`config.mk`:
```
export PLATFORM = sky130hd
export DESIGN_NAME = wr_txn_ctrl
export DESIGN_NICKNAME = d
export VERILOG_FILES = /design/src/rtl/wr_txn_ctrl.sv
export SDC_FILE = /design/constraint.sdc
export NUM_CORES = 1
export LEC_CHECK = 0
export CORE_MARGIN = 3
export CORE_UTILIZATION = 27
export DETAILED_ROUTE_END_ITERATION = 8
export PLACE_DENSITY = 0.85
export RECOVER_POWER = 100
export SETUP_SLACK_MARGIN = 0.4
export SLEW_MARGIN = 20
export SYNTH_ARGS = -nofsm -noshare
export SYNTH_HDL_FRONTEND = slang
export SYNTH_SLANG_ARGS = --single-unit
```
`constraint.sdc`:
```
create_clock -name clk -period 3.2 [get_ports clk]
set_input_delay 0.48 -clock clk [delete_from_list [all_inputs] [get_ports clk]]
set_output_delay 0.48 -clock clk [all_outputs]
set_load 0.01 [all_outputs]
```
`src/rtl/wr_txn_ctrl.sv`:
```
// Single-outstanding AXI write sequencer: locks W/B to the slave decoded at AW, counts beats, returns B.
// Optional build macro WR_LAST_CHECK_EN: internal WLAST generation plus sticky WLAST-mismatch flag.
module wr_txn_ctrl #(
  parameter logic [31:0] S0_BASE = 32'h0000_0000,
  parameter logic [31:0] S1_BASE = 32'h0001_0000,
  parameter int unsigned LEN_W   = 4
) (
  input  logic             clk,
  input  logic             rst,
  input  logic             aw_fire,
  input  logic [31:0]      aw_addr,
  input  logic [LEN_W-1:0] aw_len,
  output logic             aw_allow,
  input  logic [31:0]      WDATA_M1,
  input  logic [3:0]       WSTRB_M1,
  input  logic             WLAST_M1,
  input  logic             WVALID_M1,
  output logic             WREADY_M1,
  output logic [31:0]      WDATA_S,
  output logic [3:0]       WSTRB_S,
  output logic             WLAST_S,
  output logic             WVALID_S0,
  output logic             WVALID_S1,
  output logic             WVALID_SDEFAULT,
  input  logic             WREADY_S0,
  input  logic             WREADY_S1,
  input  logic             WREADY_SDEFAULT,
  input  logic [7:0]       BID_S0,
  input  logic [7:0]       BID_S1,
  input  logic [7:0]       BID_SDEFAULT,
  input  logic [1:0]       BRESP_S0,
  input  logic [1:0]       BRESP_S1,
  input  logic [1:0]       BRESP_SDEFAULT,
  input  logic             BVALID_S0,
  input  logic             BVALID_S1,
  input  logic             BVALID_SDEFAULT,
  output logic             BREADY_S0,
  output logic             BREADY_S1,
  output logic             BREADY_SDEFAULT,
  output logic [3:0]       BID_M1,
  output logic [1:0]       BRESP_M1,
  output logic             BVALID_M1,
  input  logic             BREADY_M1,
  output logic             wlast_err
);

  typedef enum logic [1:0] {
    ST_IDLE = 2'd0,
    ST_DATA = 2'd1,
    ST_RESP = 2'd2
  } state_t;

  typedef enum logic [1:0] {
    SEL_NONE = 2'd0,
    SEL_S0   = 2'd1,
    SEL_S1   = 2'd2,
    SEL_SD   = 2'd3
  } sel_t;

  state_t           state_q, state_d;
  sel_t             sel_q, sel_d;
  logic [LEN_W-1:0] len_q, len_d;
  logic [LEN_W-1:0] beat_cnt_q, beat_cnt_d;

  logic       wready_sel;
  logic       bvalid_sel;
  logic [7:0] bid_sel;
  logic [1:0] bresp_sel;
  logic       beat;
  logic       last_beat;
  logic       b_hs;

  // Each window is 64 KiB; widened compare keeps a base near the top of the map from wrapping.
  function automatic sel_t decode(input logic [31:0] addr);
    logic [32:0] a;
    a = {1'b0, addr};
    if (a >= {1'b0, S0_BASE} && a <= ({1'b0, S0_BASE} + 33'h0_FFFF))
      return SEL_S0;
    else if (a >= {1'b0, S1_BASE} && a <= ({1'b0, S1_BASE} + 33'h0_FFFF))
      return SEL_S1;
    else
      return SEL_SD;
  endfunction

  always_comb begin
    wready_sel = 1'b0;
    bvalid_sel = 1'b0;
    bid_sel    = '0;
    bresp_sel  = '0;
    case (sel_q)
      SEL_S0: begin
        wready_sel = WREADY_S0;
        bvalid_sel = BVALID_S0;
        bid_sel    = BID_S0;
        bresp_sel  = BRESP_S0;
      end
      SEL_S1: begin
        wready_sel = WREADY_S1;
        bvalid_sel = BVALID_S1;
        bid_sel    = BID_S1;
        bresp_sel  = BRESP_S1;
      end
      SEL_SD: begin
        wready_sel = WREADY_SDEFAULT;
        bvalid_sel = BVALID_SDEFAULT;
        bid_sel    = BID_SDEFAULT;
        bresp_sel  = BRESP_SDEFAULT;
      end
      default: ;
    endcase
  end

  // Outputs are gated by rst so a mid-burst reset closes the channels in the same cycle.
  always_comb begin
    aw_allow        = 1'b0;
    WREADY_M1       = 1'b0;
    WVALID_S0       = 1'b0;
    WVALID_S1       = 1'b0;
    WVALID_SDEFAULT = 1'b0;
    BREADY_S0       = 1'b0;
    BREADY_S1       = 1'b0;
    BREADY_SDEFAULT = 1'b0;
    BVALID_M1       = 1'b0;
    BID_M1          = '0;
    BRESP_M1        = '0;
    if (!rst) begin
      case (state_q)
        ST_IDLE: aw_allow = 1'b1;
        ST_DATA: begin
          WREADY_M1       = wready_sel;
          WVALID_S0       = WVALID_M1 & (sel_q == SEL_S0);
          WVALID_S1       = WVALID_M1 & (sel_q == SEL_S1);
          WVALID_SDEFAULT = WVALID_M1 & (sel_q == SEL_SD);
        end
        ST_RESP: begin
          BVALID_M1       = bvalid_sel;
          BID_M1          = bid_sel[3:0];
          BRESP_M1        = bresp_sel;
          BREADY_S0       = BREADY_M1 & (sel_q == SEL_S0);
          BREADY_S1       = BREADY_M1 & (sel_q == SEL_S1);
          BREADY_SDEFAULT = BREADY_M1 & (sel_q == SEL_SD);
        end
        default: ;
      endcase
    end
  end

  assign WDATA_S   = WDATA_M1;
  assign WSTRB_S   = WSTRB_M1;
  assign beat      = WVALID_M1 & WREADY_M1;
  assign last_beat = (beat_cnt_q == len_q);
  assign b_hs      = BVALID_M1 & BREADY_M1;

  logic [3:0] bid_hi_unused;
  assign bid_hi_unused = BID_S0[7:4] ^ BID_S1[7:4] ^ BID_SDEFAULT[7:4];

  always_comb begin
    state_d    = state_q;
    sel_d      = sel_q;
    len_d      = len_q;
    beat_cnt_d = beat_cnt_q;
    case (state_q)
      ST_IDLE: begin
        if (aw_fire) begin
          sel_d      = decode(aw_addr);
          len_d      = aw_len;
          beat_cnt_d = '0;
          state_d    = ST_DATA;
        end
      end
      ST_DATA: begin
        if (beat) begin
          beat_cnt_d = beat_cnt_q + 1'b1;
          if (last_beat) state_d = ST_RESP;
        end
      end
      ST_RESP: begin
        if (b_hs) begin
          state_d = ST_IDLE;
          sel_d   = SEL_NONE;
        end
      end
      default: begin
        state_d = ST_IDLE;
        sel_d   = SEL_NONE;
      end
    endcase
  end

  always_ff @(posedge clk) begin
    if (rst) begin
      state_q    <= ST_IDLE;
      sel_q      <= SEL_NONE;
      len_q      <= '0;
      beat_cnt_q <= '0;
    end else begin
      state_q    <= state_d;
      sel_q      <= sel_d;
      len_q      <= len_d;
      beat_cnt_q <= beat_cnt_d;
    end
  end

`ifdef WR_LAST_CHECK_EN
  logic wlast_err_q, wlast_err_d;

  assign WLAST_S = last_beat;

  always_comb begin
    wlast_err_d = wlast_err_q;
    if (beat && (WLAST_M1 != last_beat)) wlast_err_d = 1'b1;
  end

  always_ff @(posedge clk) begin
    if (rst) wlast_err_q <= 1'b0;
    else     wlast_err_q <= wlast_err_d;
  end

  assign wlast_err = wlast_err_q;
`else
  assign WLAST_S   = WLAST_M1;
  assign wlast_err = 1'b0;
`endif

endmodule

```
==> reports/summary.txt <==
Netlist Area Pre-Place = 1220 µm²
Ys flop type = dfxtp_1
Initial core utilization = 0.293
Power after layout = 0.000498 W
Seq cells post-synth = 12
Fin crit period = 2.76 ns
CP cell instances = dlygate4sd3_1, nor2_1, nand2_1, nor2_1, dlygate4sd3_1
Clock Sinks = 12
Cells after Synth = 159
Max incr delay on CP = 0.63 ns
Avg Inst Size Synth = 7.68 µm²
DIE WIDTH = 73.3 µm
Post-DRT Antenna Nets = 0
DPL Wire Length = 2.60 mm
Worst r2r dst = beat_cnt_q[3]
Relative slew slack = 0.641
Inserted Clock Buffers = 3
Fin cells = 232
Worst r2r src = sel_q[0]
Fillcell total = 440
Least-Margin Pin Slew = 0.538 ns
DRC = 0
Worst setup EP type = output port
Vias = 1124
Clk slew on worst S/H paths = 0.05 ns
Final worst path period share = 0.863
Cell Rows = 23
Worst clock skew = 0.00461 ns
Crit path DAT = 2.28 ns
Hold endpoint = len_q[1]
Critical path data required time = 2.72 ns
GRT Total Usage = 0.122
Pin count of the biggest net entering global routing = 18
Mapped Nets = 274
EDFF count, synth = 0
Number of distinct library cells after synthesis = 33
Leakage = 0.614 nW
CTS tree = done
WL/cell = 13.6 µm
Hold Crit Class = flip-flop to flip-flop
Vias in the first global route = 1189
Post-route setup TNS = 0 ns
Clock root buffer master = clkbuf_8
FF-to-FF path depth = 4
Status = completed
HP Start = len_q[1]
TritonRoute pass-1 iters = 4
Share of cells above drive strength 1 = 0.0879
CP top delay family = buffers and inverters
Max Fclk = 362 MHz
Register area share after synthesis = 0.197
GPL Wtd Cong = 0.726
Yosys warning count = 0
Unrepaired setup endpoints after global routing = no
Setup Fix Bufs, Post-CTS = 0
Final hold violation count = 0
Worst Path Max Fanout = 8
Kind of critical path = input port to output port
R2R Setup Slk = 1.28 ns
Routed WL = 3.15 mm
# setup viols final = 0
Layout Area Growth over Synthesis = 34.1%
Die span in y = 73.3 µm
Ys async rst share = 0
Final Util = 0.393
I/O pin total = 167
Core region area = 4170 µm²
PortBufs = 63
Vias per cell = 4.84
Clock Latency Late Sink = 0.24 ns
Die footprint = 5370 µm²
Starting DRT DRC Count = 31
Placed cells = 228
Worst path bufs/invs = 2
Antenna violations before repair = 0
Slowest cell on crit path = dlygate4sd3_1
Final Net Count = 298
Startpoint Class = input port
First-pass GRT wire length = 5.20 mm
Hold Path Cell Cnt = 2
CTS Buffer Depth = 2
Worst vdd ir = 0.179 mV
Max-Cap Viols = 0
Final slew viol count = 0
H-tree levels = 1
Diode count = 0
Grt ovf = 0
P per Cell Area = 304 nW/µm²
per-layer routing:
metal / wire (µm) / global-route usage / vias to the layer above / part of all wire
met5: 0 / 0 / - / 0
met1: 1120 / 0.119 / 501 / 0.35
met4: 30 / 0.0307 / 0 / 0.0095
met3: 376 / 0.0479 / 10 / 0.12
met2: 1620 / 0.236 / 55 / 0.52
li1: - / - / 558 / -
cell families (layout without fill, tap and decap cells):
logic type | count (synthesis) | in the layout | synth area share
DFF | 12 | 12 | 0.197
and+or+nand+nor | 57 | 57 | 0.250
adders and majority gates | 1 | 1 | 0.0102
AOI/OAI and AO/OA | 27 | 27 | 0.153
buffers and inverters | 47 | 70 | 0.268
muxes | 10 | 10 | 0.0902
other | 1 | 1 | 0.00307
xor gates and xnor gates | 4 | 4 | 0.0287
cells in the final DEF (no fill, tap or decap), types with 2 or more instances in the layout:
cell / n
a21oi_1: 10
a22o_1: 3
a22oi_1: 6
a31oi_1: 2
buf_4: 2
clkbuf_8: 4
clkdlybuf4s50_1: 45
dfxtp_1: 12
dlygate4sd3_1: 18
mux2_2: 8
mux2i_1: 2
nand2_1: 14
nand2b_1: 4
nand3_1: 4
nand4_1: 2
nor2_1: 17
nor3_1: 2
nor3b_1: 2
o21ai_0: 2
or4_1: 5
xnor2_1: 4
sequential cells by signal, indices dropped and copies added (netlist names):
name	cells
state_q	2
len_q	4
sel_q	2
beat_cnt_q	4
through the flow:
step | setup slack (ns) | area, µm² | hold slack (ns)
global placement | 0.631 | 1610 | 0.461
floorplan | 1.39 | 1220 | 0.450
global route | 0.303 | 1640 | 0.493
finish | 0.438 | 1640 | 0.472
detailed placement | 0.579 | 1610 | 0.465
CTS | 0.550 | 1660 | 0.474
synthesized netlist by cell type, types with 2 or more instances:
master    number  share of area
o21ai_0        2         0.0082
clkbuf_1       5          0.015
nor2_1        17          0.052
nand3_1        4          0.016
dfxtp_1       12           0.20
nand2b_1       4          0.020
nor3b_1        2          0.012
nor3_1         2         0.0082
or4_1          5          0.031
buf_4         40           0.25
nand2_1       14          0.043
a21oi_1       10          0.041
a22oi_1        6          0.037
nand4_1        2          0.010
a22o_1         3          0.022
xnor2_1        4          0.029
mux2_2         8          0.074
a31oi_1        2          0.010
mux2i_1        2          0.016
nor2b_1        2          0.010
worst register-to-register path, stage by stage (launching register included):
cell     delay [ns]
dfxtp_1        0.66
a21oi_1        0.11
a211o_1        0.41
or4_1          0.50
a31oi_1        0.17
worst max-delay path by stage:
stage / start / to / slack (ns) / cells past startpoint
detailed placement: rst / BID_M1[0] / 0.58 / 5
CTS: sel_q[1] / BVALID_M1 / 0.55 / 4
finish: rst / BID_M1[0] / 0.44 / 5
global placement: rst / BREADY_S0 / 0.63 / 5
global route: rst / BVALID_M1 / 0.30 / 5
floorplan: state_q[0] / WREADY_M1 / 1.39 / 2
what timing repair did:
action / CTS / global route
endpoints found under the setup margin: 0 / 1
endpoints found under the hold margin: 0 / 0
gates resized for setup: 0 / 1
hold buffers: 0 / 0
cell type report:
type / instances / area [µm²] / area share
tap: 50 / 62.6 / 0.0382
timing repair buffer: 65 / 646 / 0.394
multi-input combinational: 100 / 631 / 0.385
clock buffer: 4 / 55.1 / 0.0336
sequential: 12 / 240 / 0.147
inverter: 1 / 3.75 / 0.00229
power breakdown:
group | leakage [nW] | switching [W] | internal, W | total, W
logic | 0.487 | 0.0000558 | 0.0000987 | 0.000154
clock network | 0.0288 | 0.0000581 | 0.000109 | 0.000167
registers | 0.0983 | 0.0000182 | 0.000159 | 0.000177
total | 0.614 | 0.000132 | 0.000366 | 0.000498
Note: power is estimated with default switching activity, not from simulation.
